==> src/rtl/alu_sequencer.sv <==
// Two-operand ALU instruction sequencer: byte-wide operand fetch, registered ALU handshake,
// PSW ownership and result writeback. Optional completed-op counter under ALU_SEQ_OP_COUNT_EN.
module alu_sequencer #(
  parameter int unsigned AW  = 16,
  parameter int unsigned OPW = 5
) (
  input  logic           Clock,
  input  logic           Reset_n,
  input  logic           start,
  input  logic [OPW-1:0] op,
  input  logic [AW-1:0]  dst_addr,
  input  logic [AW-1:0]  src_addr,
  output logic           busy,
  output logic           done,
  output logic           err,
  output logic           mem_rd,
  output logic           mem_wr,
  output logic [AW-1:0]  mem_addr,
  output logic [7:0]     mem_wdata,
  input  logic [7:0]     mem_rdata,
  output logic           alu_go,
  output logic [OPW-1:0] alu_op,
  output logic [15:0]    alu_dst,
  output logic [15:0]    alu_src,
  output logic [15:0]    alu_psw_in,
  input  logic [15:0]    alu_result,
  input  logic [15:0]    alu_psw_out,
  output logic [15:0]    psw,
  input  logic           psw_ld,
  input  logic [15:0]    psw_din,
  output logic [15:0]    op_count
);

  localparam logic [OPW-1:0] OpIllegalMin = OPW'(28);
  localparam logic [OPW-1:0] OpCmpPair    = OPW'(5);
  localparam logic [OPW-1:0] OpBitPair    = OPW'(9);

  typedef enum logic [3:0] {
    StIdle, StRdDl, StRdDh, StRdSl, StRdSh, StCap, StExec, StWait, StWbL, StWbH, StDone
  } state_e;

  state_e         state_q, state_d;
  logic [OPW-1:0] op_q;
  logic [AW-1:0]  dst_addr_q, src_addr_q;
  logic [AW-1:0]  dst_addr_inc, src_addr_inc;
  logic [15:0]    dst_q, src_q, result_q, psw_q;
  logic           op_illegal, op_no_wb, op_byte;
  logic           mem_rd_raw, mem_wr_raw;

  assign dst_addr_inc = dst_addr_q + AW'(1);
  assign src_addr_inc = src_addr_q + AW'(1);

  assign op_illegal = (op_q >= OpIllegalMin);
  assign op_byte    = op_q[0];
  // cmp and bit only update flags; illegal ops never write memory
  assign op_no_wb   = op_illegal || ((op_q >> 1) == OpCmpPair) || ((op_q >> 1) == OpBitPair);

  // State register
  always_ff @(posedge Clock) begin
    if (!Reset_n) begin
      state_q <= StIdle;
    end else begin
      state_q <= state_d;
    end
  end

  // Next-state logic
  always_comb begin
    state_d = state_q;
    unique case (state_q)
      StIdle: if (start) state_d = StRdDl;
      StRdDl: state_d = StRdDh;
      StRdDh: state_d = StRdSl;
      StRdSl: state_d = StRdSh;
      StRdSh: state_d = StCap;
      StCap:  state_d = StExec;
      StExec: state_d = StWait;
      StWait: state_d = op_no_wb ? StDone : StWbL;
      StWbL:  state_d = op_byte ? StDone : StWbH;
      StWbH:  state_d = StDone;
      StDone: state_d = StIdle;
      default: state_d = StIdle;
    endcase
  end

  // Instruction latch, operand capture, result and PSW
  always_ff @(posedge Clock) begin
    if (!Reset_n) begin
      op_q       <= '0;
      dst_addr_q <= '0;
      src_addr_q <= '0;
      dst_q      <= '0;
      src_q      <= '0;
      result_q   <= '0;
      psw_q      <= '0;
    end else begin
      unique case (state_q)
        StIdle: begin
          if (start) begin
            op_q       <= op;
            dst_addr_q <= dst_addr;
            src_addr_q <= src_addr;
          end else if (psw_ld) begin
            psw_q <= psw_din;
          end
        end
        StRdDh: dst_q[7:0]  <= mem_rdata;
        StRdSl: dst_q[15:8] <= mem_rdata;
        StRdSh: src_q[7:0]  <= mem_rdata;
        StCap:  src_q[15:8] <= mem_rdata;
        StWait: begin
          result_q <= alu_result;
          if (!op_illegal) psw_q <= alu_psw_out;
        end
        default: ;
      endcase
    end
  end

  // Output logic
  always_comb begin
    mem_rd_raw = 1'b0;
    mem_wr_raw = 1'b0;
    mem_addr   = '0;
    mem_wdata  = '0;
    alu_go     = 1'b0;
    done       = 1'b0;
    err        = 1'b0;
    unique case (state_q)
      StRdDl: begin
        mem_rd_raw = 1'b1;
        mem_addr   = dst_addr_q;
      end
      StRdDh: begin
        mem_rd_raw = 1'b1;
        mem_addr   = dst_addr_inc;
      end
      StRdSl: begin
        mem_rd_raw = 1'b1;
        mem_addr   = src_addr_q;
      end
      StRdSh: begin
        mem_rd_raw = 1'b1;
        mem_addr   = src_addr_inc;
      end
      StExec: alu_go = 1'b1;
      StWbL: begin
        mem_wr_raw = 1'b1;
        mem_addr   = dst_addr_q;
        mem_wdata  = result_q[7:0];
      end
      StWbH: begin
        mem_wr_raw = 1'b1;
        mem_addr   = dst_addr_inc;
        mem_wdata  = result_q[15:8];
      end
      StDone: begin
        done = 1'b1;
        err  = op_illegal;
      end
      default: ;
    endcase
  end

  // Reset kills an in-flight strobe in the same cycle rather than at the next edge
  assign mem_rd = mem_rd_raw & Reset_n;
  assign mem_wr = mem_wr_raw & Reset_n;

  assign busy = (state_q != StIdle);
  assign psw  = psw_q;

  // Operands are only presented while the ALU is working on them
  always_comb begin
    alu_op     = '0;
    alu_dst    = '0;
    alu_src    = '0;
    alu_psw_in = '0;
    if (state_q == StExec || state_q == StWait) begin
      alu_op     = op_q;
      alu_dst    = dst_q;
      alu_src    = src_q;
      alu_psw_in = psw_q;
    end
  end

`ifdef ALU_SEQ_OP_COUNT_EN
  logic [15:0] op_count_q;

  always_ff @(posedge Clock) begin
    if (!Reset_n) begin
      op_count_q <= '0;
    end else if (state_q == StDone && !op_illegal) begin
      op_count_q <= op_count_q + 16'd1;
    end
  end

  assign op_count = op_count_q;
`else
  assign op_count = '0;
`endif

endmodule

==> config.mk <==
export PLATFORM = sky130hd
export DESIGN_NAME = alu_sequencer
export DESIGN_NICKNAME = d
export VERILOG_FILES = /design/src/rtl/alu_sequencer.sv
export SDC_FILE = /design/constraint.sdc
export NUM_CORES = 1
export LEC_CHECK = 0
export CORE_ASPECT_RATIO = 1.1
export CORE_MARGIN = 4
export CORE_UTILIZATION = 60
export CTS_BUF_LIST = sky130_fd_sc_hd__clkbuf_8
export DETAILED_ROUTE_END_ITERATION = 7
export DONT_BUFFER_PORTS = 1
export PLACE_DENSITY = 0.86
export RECOVER_POWER = 25
export SLEW_MARGIN = 20
export SYNTH_ARGS = -nofsm -noshare
export SYNTH_HDL_FRONTEND = slang
export SYNTH_SLANG_ARGS = --single-unit
==> constraint.sdc <==
create_clock -name Clock -period 5.6 [get_ports Clock]
set_input_delay 1.12 -clock Clock [delete_from_list [all_inputs] [get_ports Clock]]
set_output_delay 1.12 -clock Clock [all_outputs]
set_load 0.005 [all_outputs]
==> impl_metrics.tcl <==
set metrics [dict create \
    cp_slowest_cell "dfxtp_2" \
    crit_fanout 74 \
    post_cts_buffers 0 \
    crit_family "simple AND/OR/NAND/NOR gates" \
    rsz0062_at_grt "false" \
    wl_per_cell_um 19.1 \
    status "finished, final reports clean" \
    crit_end "mem_addr[14]" \
    grt-ovfl-total 0 \
    route.detailed.drc 0 \
    p_comb_share_pct 19.4 \
    dr.pass1.iters 6 \
    max_stage_delay_ns 1.07 \
    ir_drop_mv 0.188 \
    postSynthAreaPerCell_um2 7.69 \
    fp.dieH_um 111 \
    port_buffers 0 \
    cts_hold_buf 0 \
    timing.rr.start "state_q[2]" \
    grt_pass1_vias 4870 \
    yosysSeqAreaShare_pct 36.0 \
    syn_inst 759 \
    drive_above_1_share_pct 5.28 \
    async_flop_share_pct 0 \
    clkSinkCount 105 \
    rrSetupSlack_ns 2.51 \
    setup_viol 0 \
    skew_ns 0.00644 \
    crit_required_ns 4.48 \
    crit_path_end_kind "output port" \
    clkPwrFrac_pct 28.0 \
    fin_crit_sh_pct 90.4 \
    hold_path_class "reg -> reg" \
    ant_nets 0 \
    num_vias 5289 \
    place_area_um2 5760 \
    cap_violations 0 \
    worstSetupPathType "reg -> out" \
    cts_tree "built" \
    area_growth_pct 2.12 \
    grt_max_degree 107 \
    wirelength_um 16000 \
    worst_slew_pin_slew_ns 1.40 \
    antenna_found_initial 0 \
    met2_length_um 7570 \
    reg2reg_to "src_addr_q[10]" \
    worst_path_most_repeated_cell "nand2_1" \
    tns_ns 0 \
    clock_latency_ns 0.37 \
    num_rows 37 \
    fill_cells 858 \
    intPower_w 0.00113 \
    cts.clk_slew.worst_paths_ns 0.10 \
    fp.coreArea_um2 9440 \
    min_period_ns 5.06 \
    crit_start "state_q[2]" \
    ctsRootBufferMaster "clkbuf_8" \
    reg2reg_depth 5 \
    ys_seq_elements 105 \
    slew_headroom_pct 6.85 \
    final_nets 813 \
    critPathArrivalTime_ns 3.94 \
    gp_congestion 0.924 \
    power_switching_share_pct 33.4 \
    fmax_ghz 0.198 \
    worst-path-buf-inv 0 \
    hold_depth 2 \
    fin_area_um2 5960 \
    yosysWarnings 0 \
    top_layer_used "met4" \
    grt_pass1_wl_um 25100 \
    antenna_cells 0 \
    netlist_area_um2 5840 \
    h-tree-depth 3 \
    seqPwrFrac_pct 52.7 \
    cts_buffers 9 \
    die-area_um2 11400 \
    ioPinCount 212 \
    start_kind "register" \
    synth_edf_count 0 \
    die_w_um 102 \
    dp_hpwl_um 11500 \
    worstSetupPathDepth 10 \
    initial_core_util_pct 61.8 \
    wl_met3_um 1680 \
    cts_resized 0 \
    routed_via_density 6.32 \
    power.leakage_nw 2.34 \
    clk_path_buf_depth 2 \
    synth.distinct_cells 61 \
    power.density_nw_per_um2 284 \
    report.final.slew_viol_count 0 \
    gr-usage-all-layers_pct 27.2 \
    path_cells "nand4bb_1, nand2_1, nand2_1, nand2_1, ha_1, nand2_1, a211oi_1, a21oi_1, nor3_1, o31ai_1" \
    p_switching_w 0.000566 \
    ys.flop_type "dfxtp_1" \
    hold_viol 0 \
    wl_met1_um 6540 \
    dr.first_iter.drc_count 395 \
]
-- through the flow --
stage	util, %	hold slack [ns]	total power (W)	setup slack [ns]	cells
global route	63.1	0.486	0.00179	0.208	837
detailed placement	60.9	0.451	0.00123	1.01	821
global placement	60.9	0.445	0.00121	1.11	821
CTS	63.0	0.466	0.00170	0.599	837
floorplan	-	0.439	0.00115	1.86	774
finish	63.1	0.463	0.00170	0.540	837
-- logic make-up after synthesis --
kind of cell	share of synthesized area (%)
AND/OR/NAND/NOR	29.7
flip-flops	36.0
AO/OA/AOI/OAI	21.4
XOR/XNOR	1.95
multiplexers	3.79
buffers and inverters	6.84
adder cells (fa/ha/maj)	0.214
other	0.0642
-- metal layers --
metal	vias to the layer above	GRT usage, %
met3	28	8.21
li1	2510	-
met1	2481	36.2
met5	-	0
met2	270	43.3
met4	0	6.74
-- cell usage in the layout, fill, tap and decap left out, drive strengths merged, types with 5 or more instances in the layout --
master / n
a21boi: 79
a21oi: 11
a22oi: 9
and3: 59
buf: 6
clkbuf: 11
conb: 16
dfxtp: 105
inv: 9
mux2i: 21
nand2: 206
nand3: 31
nand4: 5
nor2: 27
nor2b: 10
nor3: 8
o211a: 17
o21ai: 9
xnor2: 9
-- flip-flops by register name, summed over array words and instances (netlist names) --
register	cells
dst_q	16
psw	16
src_addr_q	16
dst_addr_q	16
op_q	5
state_q	4
src_q	16
result_q	16
-- tightest hold or removal path, stage by stage (launching register included) --
cell      delay, ns
dfxtp_1        0.32
nand2_1        0.04
a21boi_0       0.06
-- cell type report --
cell class                      instances  area [µm²]  share of cell area, %
Sequential cell                       105        2100                   35.3
Timing Repair Buffer                    8        52.6                  0.881
Multi-Input combinational cell        585        3440                   57.7
Clock inverter                          7        71.3                   1.20
Tap cell                              117         146                   2.46
Inverter                                6        22.5                  0.378
Clock buffer                            9         124                   2.08
-- worst min path at each step --
stage | end | start
2_1_floorplan | dst_q[14] | dst_q[14]
3_3_place_gp | src_q[7] | src_q[7]
3_5_place_dp | src_q[5] | src_q[5]
4_1_cts | src_q[5] | src_q[5]
5_1_grt | dst_q[11] | dst_q[11]
6_report | dst_q[10] | dst_q[10]
-- Yosys cell counts, drive strengths merged, types with 3 or more instances --
cell,number,area share [%]
nand2,206,13
nor4,4,0.54
and3,59,6.3
nor3,8,0.69
o22ai,4,0.43
xnor2,9,1.4
nand4,5,0.54
o211a,17,2.9
buf,23,2.9
a21oi,11,0.94
a21boi,79,10
inv,6,0.39
a22oi,9,1.2
a211oi,4,0.73
nor2,27,1.8
clkbuf,55,3.5
nand3b,4,0.51
xor2,4,0.60
nand2b,4,0.43
o21ai,9,0.77
mux2i,21,3.6
a221oi,3,0.45
dfxtp,105,36
o31ai,4,0.51
nor4b,3,0.56
o211ai,4,0.51
nand3,31,2.7
nor2b,10,1.1
-- power by group through the flow --
stage | clock network [W] | registers, W | logic (W)
after global routing | 0.000521 | 0.000902 | 0.000366
after floorplan | 0 | 0.000861 | 0.000293
after detailed placement | 0 | 0.000907 | 0.000322
final | 0.000474 | 0.000893 | 0.000328
after global placement | 0 | 0.000902 | 0.000310
after CTS | 0.000485 | 0.000890 | 0.000323
Note: power is estimated with default switching activity, not from simulation.
